### src/rtl/score_pkg.sv
// Shared types and constants for the pose-scoring round controller.
// State encoding and engine indices used across the scoring slice.
package score_pkg;

    typedef enum logic [2:0] {
        IDLE,
        WAIT_FRAME,
        LAUNCH,
        WAIT_DTW,
        SUM,
        ACCUM,
        DONE,
        ERROR
    } seq_state_t;

    localparam int NUM_ENGINES = 3;
    localparam int ENG_U       = 0;
    localparam int ENG_LL      = 1;
    localparam int ENG_LR      = 2;

    function automatic logic is_idle(seq_state_t s);
        return (s == IDLE) || (s == DONE) || (s == ERROR);
    endfunction

endpackage

### src/rtl/sat_accum.sv
// Saturating accumulator with synchronous clear and enable.
// A carry out of the widened add pins the result at all-ones.
module sat_accum
    import score_pkg::*;
#(
    parameter int DATA_WIDTH = 24
) (
    input  logic                  clk,
    input  logic                  rst,
    input  logic                  clr,
    input  logic                  en,
    input  logic [DATA_WIDTH-1:0] din,
    output logic [DATA_WIDTH-1:0] acc
);

    logic [DATA_WIDTH:0] sum;

    assign sum = {1'b0, acc} + {1'b0, din};

    always_ff @(posedge clk) begin
        if (rst || clr) begin
            acc <= '0;
        end else if (en) begin
            acc <= sum[DATA_WIDTH] ? '1 : sum[DATA_WIDTH-1:0];
        end
    end

endmodule

### src/rtl/score_sequencer.sv
// Round controller: paces frames through the three DTW engines
// and the score adder, accumulating a saturating round total.
module score_sequencer
    import score_pkg::*;
#(
    parameter int DATA_WIDTH     = 24,
    parameter int NUM_FRAMES     = 16,
    parameter int TIMEOUT_CYCLES = 4096
) (
    input  logic                              clk,
    input  logic                              rst,
    input  logic                              go,
    input  logic                              frame_ready,
    output logic                              frame_ack,
    output logic [2:0]                        dtw_start,
    input  logic [2:0]                        dtw_done,
    output logic                              score_start,
    input  logic [DATA_WIDTH-1:0]             score_in,
    output logic [DATA_WIDTH-1:0]             total,
    output logic [$clog2(NUM_FRAMES+1)-1:0]   frame_idx,
    output logic                              busy,
    output logic                              round_done,
    output logic                              timeout_err
);

    localparam int IW = $clog2(NUM_FRAMES + 1);
    localparam int TW = $clog2(TIMEOUT_CYCLES + 1);
    localparam logic [TW-1:0] T_LAST = TW'(TIMEOUT_CYCLES - 1);
    localparam logic [IW-1:0] F_LAST = IW'(NUM_FRAMES);

    seq_state_t             state;
    logic [NUM_ENGINES-1:0] done_mask;
    logic [NUM_ENGINES-1:0] seen;
    logic [TW-1:0]          tcnt;
    logic [IW-1:0]          idx_nxt;
    logic                   go_ok;

    assign seen    = done_mask | dtw_done;
    assign idx_nxt = frame_idx + 1'b1;
    assign go_ok   = go && is_idle(state);

    // score_in is valid in ACCUM, one cycle after score_start
    sat_accum #(
        .DATA_WIDTH(DATA_WIDTH)
    ) u_acc (
        .clk (clk),
        .rst (rst),
        .clr (go_ok),
        .en  (state == ACCUM),
        .din (score_in),
        .acc (total)
    );

    always_ff @(posedge clk) begin
        if (rst) begin
            state       <= IDLE;
            done_mask   <= '0;
            tcnt        <= '0;
            frame_idx   <= '0;
            frame_ack   <= 1'b0;
            dtw_start   <= '0;
            score_start <= 1'b0;
            round_done  <= 1'b0;
            timeout_err <= 1'b0;
            busy        <= 1'b0;
        end else begin
            frame_ack   <= 1'b0;
            dtw_start   <= '0;
            score_start <= 1'b0;
            round_done  <= 1'b0;
            unique case (state)
                IDLE, DONE, ERROR: begin
                    if (go) begin
                        state       <= WAIT_FRAME;
                        busy        <= 1'b1;
                        frame_idx   <= '0;
                        done_mask   <= '0;
                        timeout_err <= 1'b0;
                    end
                end
                WAIT_FRAME: begin
                    if (frame_ready) begin
                        state     <= LAUNCH;
                        frame_ack <= 1'b1;
                        dtw_start <= '1;
                    end
                end
                LAUNCH: begin
                    done_mask <= '0;
                    tcnt      <= '0;
                    state     <= WAIT_DTW;
                end
                WAIT_DTW: begin
                    done_mask <= seen;
                    if (&seen) begin
                        state       <= SUM;
                        score_start <= 1'b1;
                    end else if (tcnt == T_LAST) begin
                        state       <= ERROR;
                        timeout_err <= 1'b1;
                        busy        <= 1'b0;
                    end else begin
                        tcnt <= tcnt + 1'b1;
                    end
                end
                SUM: begin
                    state <= ACCUM;
                end
                ACCUM: begin
                    frame_idx <= idx_nxt;
                    if (idx_nxt == F_LAST) begin
                        state      <= DONE;
                        round_done <= 1'b1;
                        busy       <= 1'b0;
                    end else begin
                        state <= WAIT_FRAME;
                    end
                end
                default: begin
                    state <= IDLE;
                    busy  <= 1'b0;
                end
            endcase
        end
    end

endmodule
### config.mk
export PLATFORM = sky130hd
export DESIGN_NAME = score_sequencer
export DESIGN_NICKNAME = d
export VERILOG_FILES = /design/src/rtl/score_pkg.sv /design/src/rtl/sat_accum.sv /design/src/rtl/score_sequencer.sv
export SDC_FILE = /design/constraint.sdc
export NUM_CORES = 1
export LEC_CHECK = 0
export BUFFER_PORTS_ARGS = -buffer_cell sky130_fd_sc_hd__buf_4
export CAP_MARGIN = 5
export CORE_MARGIN = 1.5
export CORE_UTILIZATION = 41
export CTS_CLUSTER_SIZE = 24
export DETAILED_ROUTE_END_ITERATION = 16
export GPL_TIMING_DRIVEN = 0
export SYNTH_ARGS = -nofsm -noshare
export SYNTH_HDL_FRONTEND = slang
export SYNTH_SLANG_ARGS = --single-unit
### constraint.sdc
create_clock -name clk -period 3.1 [get_ports clk]
set_input_delay 0.155 -clock clk [delete_from_list [all_inputs] [get_ports clk]]
set_output_delay 0.155 -clock clk [all_outputs]
set_load 0.02 [all_outputs]
==> reports/qor.yml, run 1 <==
r2r-end: "u_acc.acc[6]"
slew_viol_final: 0
outcome: "finished clean"
synthTopCellsByArea: "dfxtp_1, ha_1, o221a_2"
ys_warn_count: 0
period_needed_ns: 2.54
cp.arrival_ns: 2.74
synth_cell_type_count: 56
async_flop_share: 0
final_core_util: 0.508
power.density_nw_per_um2: 313
grt_use_total: 0.193
core-area_um2: 8180
hold_slack_ns: 0.0746
netlist_instances: 405
hold_buffers: 0
ctsResizeCount: 0
cts-root-buf: "clkbuf_8"
grt_max_degree: 17
cts-buffers-inserted: 5
clkTransAtPathRegs_ns: 0.11
gr-total-overflow: 0
yosysTopAreaCellShare: 0.308
clock_latency_ns: 0.31
cts_buffer_depth: 2
post_cts_buffers: 0
hold_end: "done_mask[0]"
rrSetupSlack_ns: 0.56
viasPerCell: 5.54
ant_nets: 0
drt_first_pass_iters: 4
period_share: 0.820
required_ns: 3.30
max_freq_ghz: 0.393
layout-drive-gt1-share: 0.243
tritoncts: "built"
final_nets: 535
start_kind: "register"
rr_worst_depth: 10
rsz0062_at_grt: "false"
start_util: 0.421
num_rows: 33
vias: 3231
setup_tns_ns: 0
fillCellCount: 789
avgSynthCellArea_um2: 8.49
synthesis.area_um2: 3440
crit_fanout: 10
grt_antenna_before_repair: 0
worst_pin_slew_ns: 0.714
ys.flop_type: "dfxtp_1"
drv_cap: 0
antenna_cells: 0
drtIter0Drc: 153
reg2reg_from: "u_acc.acc[0]"
die_area_um2: 8950
path_class: "reg -> reg"
post-route-drc-count: 0
ir_worst_vdd_mv: 0.250
holdPathStages: 3
synth_nets: 463
synth_seq_cells: 53
hold_class: "in -> reg"
finalClockSkew_ns: 0.0141
max-slew-margin-rel: 0.522
grt_pass1_vias: 2981
chipWidth_um: 94.6
die_y_um: 94.6
drt-total-wl_mm: 8.39
endpoint_kind: "register"
synth_edf_count: 0
place.gp.congestion: 0.877
place.port_buffers: 65
dpl.hpwl_mm: 6.46
setup_viol: 0
wl_per_cell_um: 14.4
numClockSinks: 53
grt_pass1_wl_mm: 13.9
ioPinCount: 68
yosys.area.top_type: "dfxtp_1"
synth-seq-area-share: 0.308
htreeDepth: 2
min_from: "dtw_done[0]"
syn_to_final_growth_pct: 20.8
leakagePower_nw: 1.76
hold_viol_final: 0
## worst max path at each step
| stage | slack [ns] | end | cells after the start | startpoint |
|---|---|---|---|---|
| floorplan | 0.74 | u_acc.acc[0] | 10 | u_acc.acc[0] |
| global placement | 0.57 | u_acc.acc[10] | 10 | u_acc.acc[0] |
| detailed placement | 0.57 | u_acc.acc[9] | 10 | u_acc.acc[0] |
| CTS | 0.55 | u_acc.acc[6] | 10 | u_acc.acc[0] |
| global route | 0.41 | u_acc.acc[15] | 8 | u_acc.acc[3] |
| finish | 0.56 | u_acc.acc[6] | 10 | u_acc.acc[0] |
## through the flow
stage                     power, mW  instances  setup WS [ns]  instance area [µm²]
after global placement        0.882        575          0.571                 4060
final                          1.30        583          0.557                 4160
after floorplan               0.820        405          0.744                 3440
after global routing           1.37        583          0.411                 4160
after detailed placement      0.885        575          0.570                 4060
after CTS                      1.31        583          0.555                 4160
## power by group
part | internal, mW | switching (mW) | total, mW
Sequential | 0.688 | 0.00518 | 0.693
Clock | 0.182 | 0.246 | 0.428
Combinational | 0.0748 | 0.103 | 0.178
Total | 0.944 | 0.354 | 1.30
## metal layers
layer  share of wire  vias to the layer above  track usage  routed length (µm)
met5               0                        -            0                   0
met4           0.019                        0       0.0659                 158
met3           0.045                       14       0.0403                 380
met2            0.44                       68        0.293                3700
met1            0.49                     1498        0.270                4150
li1                -                     1651            -                   -
## layout make-up
| cell class | count | area (µm²) | area share |
|---|---|---|---|
| tap | 105 | 131 | 0.0316 |
| clock buffer | 6 | 82.6 | 0.0199 |
| timing repair buffer | 65 | 488 | 0.117 |
| clock inverter | 2 | 13.8 | 0.00331 |
| buffer | 18 | 96.3 | 0.0232 |
| sequential | 53 | 1060 | 0.255 |
| multi-input combinational | 323 | 2240 | 0.539 |
| inverter | 11 | 41.3 | 0.00994 |
## critical path, stage by stage (launching register included)
cell	delay [ns]
dfxtp_1	0.34
ha_1	0.21
fa_1	0.41
a21oi_1	0.28
o211ai_2	0.16
a21oi_2	0.28
o31ai_4	0.13
nand2_2	0.10
o211ai_4	0.11
buf_6	0.18
o221a_2	0.24
## flip-flops by register name, summed over array words and instances, names as in the netlist
signal	count
u_acc.acc	24
tcnt	13
frame_idx	5
done_mask	3
state	3
busy	1
dtw_start	1
round_done	1
score_start	1
timeout_err	1
## synthesized netlist by cell type, types with 6 or more instances
master and count:
inv_1 10, xor2_1 10, a21oi_1 41, dfxtp_1 53, nand2_1 34, nor2_1 44
nand4_1 6, o221a_2 23, nand3_1 11, o21ai_0 24, clkbuf_1 10, xnor2_1 21
a21o_1 6, ha_1 26
## cells in the final DEF (no fill, tap or decap), types with 4 or more instances in the layout
master / n
a311oi_1: 5
a21oi_1: 41
clkbuf_1: 10
a31oi_1: 5
o21a_1: 5
xor2_1: 10
nor3_1: 4
nand3_1: 11
nor2_1: 44
buf_4: 68
inv_1: 10
nand4_1: 6
o221a_2: 23
nor4_1: 5
and2_1: 4
o21ai_0: 24
nand2_1: 34
a21o_1: 6
nor2b_1: 4
xnor2_1: 21
dfxtp_1: 53
o211ai_1: 4
clkbuf_8: 6
ha_1: 26
## cell families after synthesis
kind of cell,after synthesis,synth area share
mux,1,0.00291
buf+inv,29,0.0400
fa+ha+maj,27,0.100
compound gates,135,0.290
xor+xnor,31,0.0789
simple gates,129,0.179
flops,53,0.308
No activity file was read; power rests on OpenSTA's default activity.
==> run 2, diff against run 1 <==
- clock period: 3.1 -> 2.4 ns (I/O delays scaled with it)
==> run 2 against run 1 <==
  * The run now ends with negative setup slack left
  * Register-to-register slack got worse by 0.56 ns
  * Critical path depth grew 1
  * Cell area grew 11%
  * Worst setup slack lost 0.56 ns
  * Routed wire length rose by 8.0%
  * Critical path type unchanged
  * Critical endpoint is now u_acc.acc[14]
  * Highest routed layer unchanged
==> reports/qor.yml, run 2 (same netlist as run 1, synthesis figures left out) <==
core-area_um2: 8180  # unchanged
hold_end: "done_mask[0]"  # unchanged
place.gp.congestion: 0.877  # unchanged
path_class: "reg -> reg"  # unchanged
layout-drive-gt1-share: 0.300  # was 0.243
worst_pin_slew_ns: 0.708  # was 0.714 ns
grt_use_total: 0.197  # was 0.193
largest_reg_flops: 24  # unchanged
drt_first_pass_iters: 5  # was 4
slew_viol_final: 0  # unchanged
reg2reg_from: "u_acc.acc[0]"  # unchanged
rrSetupSlack_ns: -0.005  # was 0.56 ns
rr_worst_depth: 11  # was 10
final_nets: 550  # was 535
ioPinCount: 68  # unchanged
outcome: "finished, violations left"  # was finished clean
switching_share: 0.278  # was 0.273
cts-buffers-inserted: 5  # unchanged
antenna_cells: 0  # unchanged
grt_max_degree: 17  # unchanged
endpoint_kind: "register"  # unchanged
r2r-end: "u_acc.acc[14]"  # was u_acc.acc[6]
max_freq_ghz: 0.416  # was 0.393 GHz
top_register: "u_acc.acc"  # unchanged
viasPerCell: 5.62  # was 5.54
crit_fanout: 5  # was 10
power.density_nw_per_um2: 369  # was 313 nW/µm²
p_int_mw: 1.23  # was 0.944 mW
rsz0062_at_grt: "true"  # was false
max-slew-margin-rel: 0.528  # was 0.522
setup_viol: 4  # was 0
drt-total-wl_mm: 9.06  # was 8.39 mm
dpl.hpwl_mm: 6.46  # unchanged
gr-total-overflow: 0  # unchanged
hold_slack_ns: 0.0442  # was 0.0746 ns
chipWidth_um: 94.6  # unchanged
clkPwrFrac: 0.326  # was 0.330
ant_nets: 0  # unchanged
clkTransAtPathRegs_ns: 0.10  # was 0.11 ns
p_seq_frac: 0.525  # was 0.533
period_share: 1.00  # was 0.820
drtIter0Drc: 116  # was 153
p_sw_mw: 0.474  # was 0.354 mW
die_y_um: 94.6  # unchanged
die_area_um2: 8950  # unchanged
syn_to_final_growth_pct: 34.2  # was 20.8%
layout_commonest_cell: "buf_4"  # unchanged
start_kind: "register"  # unchanged
reg.largest.list: "u_acc.acc x24, tcnt x13, frame_idx x5"  # unchanged
drv_cap: 0  # unchanged
ir_worst_vdd_mv: 0.324  # was 0.250 mV
wl_per_cell_um: 15.2  # was 14.4 µm
num_rows: 33  # unchanged
place.port_buffers: 65  # unchanged
holdPathStages: 3  # unchanged
required_ns: 2.61  # was 3.30 ns
cp.arrival_ns: 2.62  # was 2.74 ns
cts_buffer_depth: 2  # unchanged
setup_tns_ns: -0.0157  # was 0 ns
hold_viol_final: 0  # unchanged
comb_power_share: 0.149  # was 0.137
post-route-drc-count: 0  # unchanged
start_util: 0.421  # unchanged
htreeDepth: 2  # unchanged
hold_class: "in -> reg"  # unchanged
cts-root-buf: "clkbuf_8"  # unchanged
tritoncts: "built"  # unchanged
leakagePower_nw: 2.08  # was 1.76 nW
vias: 3363  # was 3231
period_needed_ns: 2.40  # was 2.54 ns
grt_antenna_before_repair: 0  # unchanged
final_cell_mix: "buf_4, dfxtp_1, nor2_1"  # unchanged
numClockSinks: 53  # unchanged
finalClockSkew_ns: 0.00897  # was 0.0141 ns
grt_pass1_wl_mm: 14.2  # was 13.9 mm
grt_pass1_vias: 3033  # was 2981
setup_ws_ns: -0.00498  # was 0.557 ns
clock_latency_ns: 0.31  # about the same
violations: "negative setup slack"
cp-startpoint: "u_acc.acc[0]"  # unchanged
min_from: "dtw_done[0]"  # unchanged
[run 2: changes by cell type in the layout (fill, tap and decap cells not counted), moves of 3 or more]
cell     previous run  this run
buf_4              68        79
buf_8               0         3
dfxtp_1            53        49
dfxtp_2             0         3
ha_1               26        21
ha_4                0         4
o221a_2            23         4
o221a_4             0        19
[run 2: stage by stage]
| step | util | worst slack [ns] | cell area (µm²) | cells | power [mW] |
|---|---|---|---|---|---|
| after floorplan | - | 0.0440 | 3440 | 405 | 1.06 |
| after global placement | 0.496 | -0.129 | 4060 | 575 | 1.14 |
| after detailed placement | 0.496 | -0.130 | 4060 | 575 | 1.14 |
| after CTS | 0.517 | 0.00323 | 4230 | 588 | 1.70 |
| after global routing | 0.565 | -0.0955 | 4620 | 598 | 1.79 |
| final | 0.565 | -0.00498 | 4620 | 598 | 1.70 |
[run 2: per-layer routing]
layer / up-vias / share of wire / GRT usage
li1: 1682 / - / -
met2: 98 / 0.46 / 0.302
met4: 0 / 0.017 / 0.0647
met3: 14 / 0.050 / 0.0419
met1: 1569 / 0.47 / 0.273
met5: - / 0 / 0
[run 2: timing repair]
action	4_1_cts	5_1_grt
gates resized for setup	5	53
pin swaps	6	35
setup endpoints to repair	22	23
cloned	0	2
setup buffers	5	8
hold buffers	0	0
[run 2: area by class of cell]
type,count,area [µm²]
Fill cell,765,3560
Clock buffer,6,82.6
Tap cell,105,131
Sequential cell,53,1070
Inverter,11,41.3
Clock inverter,2,13.8
Multi-Input combinational cell,323,2520
Timing Repair Buffer,80,646
Buffer,18,115
[run 2: worst max-delay path by stage]
stage | end | slack [ns]
final | u_acc.acc[14] | -0.005
after global routing | u_acc.acc[14] | -0.1
after CTS | u_acc.acc[6] | 0.003
after detailed placement | u_acc.acc[9] | -0.13
after global placement | u_acc.acc[10] | -0.13
after floorplan | u_acc.acc[0] | 0.04
[run 2: critical path, stage by stage, from the launching register on]
cell and delay [ns]:
dfxtp_4 0.37, ha_4 0.16, fa_2 0.40, a21oi_2 0.18
o211ai_2 0.12, a21oi_2 0.25, o31ai_4 0.12, nand2_2 0.09
o211ai_4 0.10, buf_12 0.16, clkbuf_16 0.15, o221a_4 0.20
[run 2: power groups by stage]
stage / sequential [mW] / clock, mW / combinational [mW]
floorplan: 0.919 / 0 / 0.140
global route: 0.896 / 0.613 / 0.278
global placement: 0.915 / 0 / 0.225
detailed placement: 0.915 / 0 / 0.227
finish: 0.894 / 0.554 / 0.254
CTS: 0.895 / 0.571 / 0.230
